$ cat config.mk
export PLATFORM = sky130hd
export DESIGN_NAME = bcd_to_bin_16
export DESIGN_NICKNAME = d
export VERILOG_FILES = /design/src/rtl/bcd_to_bin_16.sv
export SDC_FILE = /design/constraint.sdc
export NUM_CORES = 1
export LEC_CHECK = 0
export BUFFER_PORTS_ARGS = -buffer_cell sky130_fd_sc_hd__buf_2
export CORE_AREA = 10 10 132 98
export DETAILED_ROUTE_END_ITERATION = 7
export DIE_AREA = 0 0 142 108
export HOLD_SLACK_MARGIN = 0.1
export PLACE_DENSITY_LB_ADDON = 0.12
export SYNTH_ARGS = -nofsm -noshare
export SYNTH_HDL_FRONTEND = slang
export SYNTH_SLANG_ARGS = --single-unit
export TNS_END_PERCENT = 50
$ cat constraint.sdc
create_clock -name clk -period 4.1 [get_ports clk]
set_input_delay 0.205 -clock clk [delete_from_list [all_inputs] [get_ports clk]]
set_output_delay 0.205 -clock clk [all_outputs]
set_load 0.02 [all_outputs]
$ cat src/rtl/bcd_to_bin_16.sv
// bcd_to_bin_16: sequential 5-digit BCD to 16-bit binary converter.
// Uses reverse double-dabble with one shift step per clock.
// Latency is a constant 16 cycles from the accepting start edge to done.
// The result saturates to 16'hFFFF when the value exceeds 65535.
// The result is forced to zero when any input digit is greater than 9.
module bcd_to_bin_16 (
    input  logic        clk,
    input  logic        rst,
    input  logic        start,
    input  logic [3:0]  d4,
    input  logic [3:0]  d3,
    input  logic [3:0]  d2,
    input  logic [3:0]  d1,
    input  logic [3:0]  d0,
    output logic        busy,
    output logic        done,
    output logic [15:0] bin,
    output logic        err_digit,
    output logic        err_ovf
);

    localparam int unsigned BCD_W  = 20;
    localparam int unsigned BIN_W  = 16;
    localparam int unsigned CNT_W  = 5;
    localparam int unsigned NDIG   = 5;
    localparam int unsigned STEPS  = 16;

    typedef enum logic [1:0] {
        IDLE   = 2'd0,
        SHIFT  = 2'd1,
        FINISH = 2'd2
    } state_t;

    state_t             state;
    logic [BCD_W-1:0]   bcd_q;
    logic [BIN_W-1:0]   bin_q;
    logic [CNT_W-1:0]   cnt;

    logic [BCD_W+BIN_W-1:0] shifted;
    logic [BCD_W-1:0]       bcd_step;
    logic [BIN_W-1:0]       bin_step;
    logic                   digit_bad;

    // One reverse double-dabble step: joint right shift, then -3 on nibbles >= 8
    always_comb begin
        shifted  = {bcd_q, bin_q} >> 1;
        bin_step = shifted[BIN_W-1:0];
        bcd_step = shifted[BCD_W+BIN_W-1:BIN_W];
        for (int i = 0; i < int'(NDIG); i++) begin
            if (bcd_step[4*i +: 4] >= 4'd8) begin
                bcd_step[4*i +: 4] = bcd_step[4*i +: 4] - 4'd3;
            end
        end
    end

    // Any digit outside 0..9 marks the request as invalid
    always_comb begin
        digit_bad = (d4 > 4'd9) || (d3 > 4'd9) || (d2 > 4'd9) ||
                    (d1 > 4'd9) || (d0 > 4'd9);
    end

    // Control FSM with registered datapath and outputs
    always_ff @(posedge clk or posedge rst) begin
        if (rst) begin
            state     <= IDLE;
            bcd_q     <= '0;
            bin_q     <= '0;
            cnt       <= '0;
            busy      <= 1'b0;
            done      <= 1'b0;
            bin       <= '0;
            err_digit <= 1'b0;
            err_ovf   <= 1'b0;
        end else begin
            case (state)
                IDLE: begin
                    done <= 1'b0;
                    if (start) begin
                        bcd_q     <= {d4, d3, d2, d1, d0};
                        bin_q     <= '0;
                        cnt       <= CNT_W'(STEPS);
                        err_digit <= digit_bad;
                        busy      <= 1'b1;
                        state     <= SHIFT;
                    end
                end
                SHIFT: begin
                    bcd_q <= bcd_step;
                    bin_q <= bin_step;
                    cnt   <= cnt - CNT_W'(1);
                    if (cnt == CNT_W'(1)) begin
                        busy  <= 1'b0;
                        done  <= 1'b1;
                        state <= FINISH;
                        if (err_digit) begin
                            bin     <= '0;
                            err_ovf <= 1'b0;
                        end else if (bcd_step != '0) begin
                            bin     <= '1;
                            err_ovf <= 1'b1;
                        end else begin
                            bin     <= bin_step;
                            err_ovf <= 1'b0;
                        end
                    end
                end
                FINISH: begin
                    done  <= 1'b0;
                    state <= IDLE;
                end
                default: begin
                    busy  <= 1'b0;
                    done  <= 1'b0;
                    state <= IDLE;
                end
            endcase
        end
    end

endmodule

## After elaboration in Yosys (flattened, before gate mapping)

Cells that the tools add are included.

- Register bits after elaboration: 63
- Input bits: 23
- Word-level logic and storage cells: 66

- Add/sub/neg operators: 6
- Order comparisons: 10
- Eq/ne operators: 5
- Multiplexer cells: 23
- Bitwise operators: 1
- Reduce and logical (&&, ||, !) cells: 12

Operator list:

| kind | number |
|---|---|
| 2-to-1 mux 16 bit | 3 |
| case mux 20 bit (2 select lines) | 1 |
| case mux 16 bit (2 select lines) | 1 |
| greater-than comparator 4 bit, second input constant | 5 |
| 2-to-1 mux 20 bit | 1 |
| 2-to-1 mux 4 bit | 5 |
| nonzero test 20 bit | 1 |
| greater-or-equal comparator 4 bit, second input constant | 4 |
| subtractor 4 x 2 -> 4 bit, second input constant | 4 |
| case mux 5 bit (2 select lines) | 1 |
| AND reduction 2 bit | 4 |
| 2-to-1 mux 1 bit | 6 |
| equality test 5 x 1 -> 1 bit, second input constant | 1 |
| 2-to-1 mux 5 bit | 1 |
| subtractor 5 x 1 -> 5 bit, second input constant | 1 |
| greater-or-equal comparator 3 x 4 -> 1 bit, second input constant | 1 |
| logical OR 1 bit | 4 |
| 2-to-1 mux 2 bit | 2 |
| inequality test 2 bit, second input constant | 2 |
| case mux 2 bit (2 select lines) | 1 |
| subtractor 3 x 2 -> 4 bit, second input constant | 1 |
| case mux 1 bit (3 select lines) | 1 |
| AND reduction 3 bit | 1 |
| equality test 2 x 1 -> 1 bit, second input constant | 1 |
| 4 further kinds | 4 |

## Depth between registers and ports, before layout

Gate-level depths: netlist (run 1).

- Depth in word-level cells: 5
- Depth in mapped cells: 7
- Mapped depth without buffers: 7

## Worst setup path after synthesis (run 1)

Ideal clock, no wire load.

- Path type: register to register
- Start point: register bcd_q[5]
- End point: register bin[10]
- Arrival: 1.788 ns
- Slack: 2.184 ns
- Stages on the path, launching flop included: 8
- Buffers on the path: 1
- Period minus slack after synthesis: 1.916 ns
- Path through: dfrtp_1 inv_1 ha_1 nor4bb_1 nor3_1 nor4_4 buf_6 a31oi_1

- Cells in the longest elaborated chain, start to end: 5

RTL lines:

| what | line | source |
|---|---|---|
| start: declaration | 35 | `logic [BCD_W-1:0] bcd_q;` |
| start signal: assignment | 79 | `bcd_q <= {d4, d3, d2, d1, d0};` |
| start signal: assignment | 88 | `bcd_q <= bcd_step;` |
| subtractor 4 x 2 -> 4 bit or greater-or-equal comparator 4 bit (tied branches) | 51, 50 |  |
| 2-to-1 mux 4 bit * | 50 | `if (bcd_step[4*i +: 4] >= 4'd8) begin` |
| nonzero test 20 bit * | 98 | `end else if (bcd_step != '0) begin` |
| 2-to-1 mux 16 bit * | 98 |  |
| 2-to-1 mux 16 bit * | 95 | `if (err_digit) begin` |
| end signal: assignment | 102 | `bin <= bin_step;` |
| end: declaration | 17 | `output logic [15:0] bin,` |

Every way passes the cells marked *; elsewhere a longest branch is shown, timed or not.
A chain may end at the register's enable or synchronous reset.

## Final worst setup path (run 1)

- Start point: register cnt[1]
- End point: register bin[14]

- Cells in the longest elaborated chain, start to end: 2

RTL lines:

| what | line | source |
|---|---|---|
| start: declaration | 37 | `logic [CNT_W-1:0] cnt;` |
| start signal: assignment | 81 | `cnt <= CNT_W'(STEPS);` |
| start signal: assignment | 90 | `cnt <= cnt - CNT_W'(1);` |
| equality test 5 x 1 -> 1 bit | 91 | `if (cnt == CNT_W'(1)) begin` |
| AND reduction 2 bit (no source line) | n/a |  |

Every way passes these cells.

==> results of run 1 <==
==> registers in the layout (all words and copies together) (netlist names) <==
name,flops
done,1
busy,1
err_ovf,1
err_digit,1
bcd_q,20
bin,16
state,2
cnt,5
bin_q,15
==> power by group <==
part	total (uW)	internal (uW)	switching, uW	leakage [uW]
clock network	746	468	278	0.000134
logic	1210	492	721	0.000760
registers	1160	887	268	0.000786
==> synthesized netlist by cell type (2+ instances only) <==
cell type / number / share of area, %
nand2b_1: 2 / 0.41
buf_6: 2 / 0.74
and2_1: 2 / 0.41
o21ai_0: 33 / 5.4
xnor2_1: 8 / 2.3
a221o_1: 9 / 2.9
nor2_1: 15 / 1.8
nand2_1: 36 / 4.4
clkbuf_1: 13 / 1.6
nor3_1: 5 / 0.82
nand3_1: 13 / 2.1
inv_1: 32 / 3.9
a31oi_1: 17 / 3.5
dfrtp_1: 62 / 51
mux2i_1: 6 / 2.0
a21oi_1: 18 / 2.9
nor2b_1: 4 / 0.82
a21boi_0: 2 / 0.49
ha_1: 10 / 4.1
a22oi_1: 7 / 1.7
o22ai_1: 2 / 0.41
nor3_2: 2 / 0.65
==> cell type report <==
cell class	instances	area share (%)
clock buffer	10	6.195
clock inverter	6	1.693
inverter	32	3.250
multi-input combinational	207	35.24
sequential	62	41.98
tap	136	4.604
timing repair buffer	48	7.041
==> per-layer routing <==
metal  wire [microns]  GRT usage [%]  up-vias
met3              333          3.285        7
met1             4147          15.03     1223
met5                0              0        -
met4               83          3.639        0
met2             3646          16.96       43
li1                 -              -     1195
==> logic make-up after synthesis <==
kind of cell / share of synthesized area (%)
AO/OA/AOI/OAI: 18.77
AND/OR/NAND/NOR: 15.21
flip-flops: 50.70
buffers and inverters: 6.991
adder cells (fa/ha/maj): 4.088
XOR/XNOR: 2.290
multiplexers: 1.962
==> per-stage QoR <==
stage | setup slack, ps | hold WS (ps)
2_1_floorplan | 2184 | 321.8
3_3_place_gp | 1462 | 428.5
3_5_place_dp | 1391 | 439.3
4_1_cts | 1377 | 101.6
5_1_grt | 1166 | 107.3
6_report | 1416 | 85.62
==> timing repair <==
action | 4_1_cts | 5_1_grt
setup buffers | 0 | 0
hold buffers | 2 | 0
hold endpoints to repair | 2 | 0
==> worst register-to-register path, stage by stage (launching register included) <==
cell and delay [ps]:
dfrtp_1 390, inv_1 80, ha_1 150, nor4b_2 490, o2111ai_1 290, nor3_2 910, a31oi_1 210
==> worst max-delay path by stage <==
| stage | start | end | slack [ps] |
|---|---|---|---|
| detailed placement | cnt[1] | bin[14] | 1390 |
| global route | cnt[1] | bin[7] | 1170 |
| finish | cnt[1] | bin[14] | 1420 |
| global placement | cnt[1] | bin[13] | 1460 |
| floorplan | bcd_q[5] | bin[10] | 2180 |
| CTS | cnt[1] | bin[14] | 1380 |
==> results.py, run 1 <==
metrics = {
    "synthesis": {
        "synth_top_flop_cell": "dfrtp_1",
        "yosysUniqueCellTypes": 41,
        "synth_edf_count": 0,
        "syn_inst": 319,
        "synth_fp_nets": 352,
        "synth-seq-cells": 62,
        "netlist_area_sq_um": 3060,
        "avgSynthCellArea_sq_um": 9.594,
        "synthArstFlopShare_pct": 100.0,
        "yosysWarningCount": 0,
        "yosysSeqAreaShare_pct": 50.70,
    },
    "finish": {
        "seq_area_sq_um": 1551,
        "fin_util_pct": 34.97,
        "nNetsFinal": 393,
        "areaGrowthSynthToFinish_pct": 20.77,
        "mostFrequentLayoutCells": "dfrtp_1 (62), buf_2 (42), nand2_1 (36)",
        "multiInputGateArea_sq_um": 1303,
        "layout-drive-gt1-share_pct": 19.45,
        "final_area_sq_um": 3696,
        "fillers": 1111,
        "diodes": 0,
        "layout_commonest_cell": "dfrtp_1",
        "layout.cells.non_filler": 501,
    },
    "die": {
        "core_area_sq_um": 10570,
        "io_pins": 43,
        "rows": 32,
        "die_h_microns": 108,
        "initial_utilization_pct": 28.95,
        "die_area_sq_um": 15340,
        "die_w_microns": 142,
    },
    "setup_path": {
        "crit_type": "register to register",
        "r2r-end": "bin[14]",
        "cp-start-kind": "register",
        "crit_path_max_incr_delay_ps": 910,
        "cpLargestDelayFamily": "simple AND/OR/NAND/NOR gates",
        "r2r_start": "cnt[1]",
        "ff2ff_setup_slack_ps": 1420,
        "required_ps": 4250,
        "cp_max_fo": 17,
        "cp.arrival_ps": 2840,
        "crit_buf_inv": 1,
        "cp.depth": 6,
        "critical_path.cell_chain": "inv_1, ha_1, nor4b_2, o2111ai_1, nor3_2, a31oi_1",
        "end_kind": "register",
        "slowest_stage": "nor3_2",
        "reg2reg_depth": 6,
    },
    "timing": {
        "slew_violations": 0,
        "fin_crit_ps": 2684,
        "setup_viol": 0,
        "finalSetupTns_ps": 0,
        "hold_violations": 0,
        "max_freq_mhz": 372.5,
        "tightest_slew_ps": 1129,
        "rsz0062_at_grt": "false",
        "relSlewSlack_pct": 24.31,
        "fin_crit_sh_pct": 65.47,
        "skew_ps": 5.820,
    },
    "route": {
        "drt-initial-drc-count": 155,
        "ant_nets": 0,
        "dr.pass1.iters": 4,
        "drt_wl_total_microns": 8210,
        "drc": 0,
        "wl_per_cell_microns": 16.39,
        "vias": 2468,
        "viasPerCell": 4.926,
    },
    "placed_design": {
        "io_buffer_count": 42,
        "place_area_sq_um": 3385,
        "hpwl_microns": 5571,
        "dp_cells": 483,
        "place_congestion": 0.7475,
    },
    "pwr": {
        "peakVddDrop_mv": 0.3307,
        "p_leak_uw": 0.001681,
        "power_uw": 3114,
        "p_per_area_nw_per_um2": 842.7,
    },
    "clock_network": {
        "clockBufferDepth": 2,
        "cts_resized": 0,
        "cts_max_level": 3,
        "numCtsBuffers": 9,
        "ctsRootBufferMaster": "clkbuf_16",
        "clkTransAtPathRegs_ps": 50,
        "cts_tree": "done",
        "clkSinkCount": 62,
        "insertion_delay_ps": 330,
    },
    "grt": {
        "antenna_found_initial": 0,
        "gr-usage-all-layers_pct": 11.19,
        "grt_pass1_wl_microns": 13610,
        "grt_pass1_vias": 2572,
        "overflow": 0,
        "grt_max_degree": 43,
    },
    "flow_run": {
        "cap_violations": 0,
    },
    "outcome": {
        "outcome": "completed",
    },
    "worst_hold_path": {
        "hold_class": "input port to asynchronous set/reset pin",
    },
}
No activity file was read; power rests on OpenSTA's default activity.
==> run 2, diff against run 1 <==
Clock period 4.1 ns to 2.7 ns, I/O delays scaled along.
==> run 2 against run 1 <==
Effect of this change: power grew 54%; largest cell class unchanged; routed wire length rose by 4.7%; utilization is 2.2 points higher; largest power group unchanged; count of clock-buffer cells in the layout up 1; clock skew up 0.72 ps; first-iteration DRC count rose by 11%; critical path depth up 1; register-to-register slack got worse by 820 ps; global-route usage is 0.44 points higher; fmax increased by 27%; non-clock buffer count increased by 25.
==> results.py, run 2 (synthesis results as in run 1) <==
metrics = {
    "clock_network": {
        "ctsRootBufferMaster": "clkbuf_16",
        "cts_tree": "done",
        "clkSinkCount": 62,
        "clockBufferDepth": 2,
        "clkTransAtPathRegs_ps": 50,
        "insertion_delay_ps": 330,
        "numCtsBuffers": 9,
        "cts_resized": 0,
        "cts_max_level": 3,
    },
    "outcome": {
        "outcome": "completed",
    },
    "grt": {
        "grt_pass1_wl_microns": 14090,
        "overflow": 0,
        "antenna_found_initial": 0,
        "grt_max_degree": 35,
        "grt_pass1_vias": 2596,
        "gr-usage-all-layers_pct": 11.63,
    },
    "route": {
        "viasPerCell": 4.724,
        "vias": 2480,
        "drt-initial-drc-count": 172,
        "ant_nets": 0,
        "drc": 0,
        "dr.pass1.iters": 4,
        "drt_wl_total_microns": 8593,
        "wl_per_cell_microns": 16.37,
    },
    "setup_path": {
        "slowest_stage": "dfrtp_1",
        "required_ps": 2900,
        "r2r_start": "bcd_q[13]",
        "reg2reg_depth": 7,
        "cp.arrival_ps": 2300,
        "crit_type": "register to register",
        "cp_max_fo": 17,
        "cp-startpoint": "bcd_q[13]",
        "end_kind": "register",
        "cp-start-kind": "register",
        "critical_path.cell_chain": "inv_1, ha_1, mux2i_1, nand3_1, nor4_4, buf_4, a31oi_1",
        "crit_path_max_incr_delay_ps": 460,
    },
    "timing": {
        "max_freq_mhz": 474.9,
        "tightest_slew_ps": 537.0,
        "fin_crit_ps": 2106,
        "setup_viol": 0,
        "finalSetupTns_ps": 0,
        "fin_crit_sh_pct": 77.98,
        "skew_ps": 6.541,
        "slew_violations": 0,
        "hold_violations": 0,
        "relSlewSlack_pct": 64.10,
        "rsz0062_at_grt": "false",
    },
    "pwr": {
        "peakVddDrop_mv": 0.4376,
        "power_uw": 4791,
        "p_per_area_nw_per_um2": 1220,
        "p_leak_uw": 0.001798,
    },
    "placed_design": {
        "hpwl_microns": 5794,
        "place_congestion": 0.7346,
        "io_buffer_count": 42,
    },
    "die": {
        "die_w_microns": 142,
        "initial_utilization_pct": 28.95,
        "die_area_sq_um": 15340,
        "io_pins": 43,
        "die_h_microns": 108,
        "rows": 32,
        "core_area_sq_um": 10570,
    },
    "finish": {
        "nNetsFinal": 418,
        "diodes": 0,
        "mostFrequentLayoutCells": "dfrtp_1 (62), buf_2 (42), nand2_1 (36)",
        "layout-drive-gt1-share_pct": 19.28,
        "largest_reg_flops": 20,
        "layout_commonest_cell": "dfrtp_1",
        "areaGrowthSynthToFinish_pct": 28.33,
        "top_register": "bcd_q",
        "fillers": 1105,
        "largest_registers": "bcd_q (20), bin (16), bin_q (15)",
    },
    "worst_hold_path": {
        "min_path_cells": 4,
        "hold_class": "input port to register",
        "hold_start": "start",
    },
    "flow_run": {
        "cap_violations": 0,
    },
}
## run 2: cell types whose count changed in the layout (fill, tap and decap cells not counted)
cell,before,now
clkinvlp_4,3,1
clkbuf_8,0,1
nor2_2,1,0
nor2_1,14,15
dlygate4sd3_1,2,21
buf_4,4,10
## run 2: worst paths after layout
path / end / slack [ps]
setup / recovery: bin[14] / 590
hold / removal: busy / 290
setup reg to reg: bin[14] / 590
hold reg to reg: bin_q[8] / 500
max in group asynchronous: bin[14] / 1940
min in group asynchronous: bcd_q[10] / 450
## run 2: layout make-up
class,count,area [sq um],share of cell area (%)
tap,136,170.2,4.333
inverter,32,120.1,3.058
clock buffer,11,242.7,6.180
multi-input combinational,207,1300,33.10
clock inverter,4,47.55,1.211
timing repair buffer,73,495.5,12.62
sequential,62,1551,39.50
## run 2: per-stage QoR
step / std cells / hold WS (ps) / setup WS [ps] / utilization (%) / instance area, sq um
2_1_floorplan: 319 / 251.8 / 784.3 / - / 3060
3_5_place_dp: 489 / 259.8 / 582.0 / 32.42 / 3427
4_1_cts: 525 / 288.5 / 568.4 / 37.16 / 3928
6_report: 525 / 292.6 / 594.4 / 37.16 / 3928
3_3_place_gp: 489 / 257.6 / 595.2 / 32.42 / 3427
5_1_grt: 525 / 325.2 / 332.4 / 37.16 / 3928
## run 2: routing by layer
layer	part of all wire (%)	vias to the layer above	wire length, microns	global-route usage (%)
met5	0	-	0	0
met4	1.2	0	102	3.130
met3	4.8	12	409	3.855
met2	43	45	3699	16.83
met1	51	1182	4381	16.22
li1	-	1241	-	-
## run 2: critical path: cells and delay by family, from the launching register on
| kind | cells | cell delay, ps |
|---|---|---|
| compound gates | 1 | 110 |
| mux | 1 | 300 |
| flops | 1 | 460 |
| fa+ha+maj | 1 | 280 |
| buf+inv | 2 | 350 |
| simple gates | 2 | 460 |
## run 2: power breakdown
part	total (uW)	switching (uW)	internal, uW
clock network	1150	415	731
logic	1880	1100	784
registers	1760	415	1350
## run 2: what timing repair did
action	4_1_cts	5_1_grt
hold buffers	21	0
buffers inserted	0	0
hold endpoints to repair	82	0
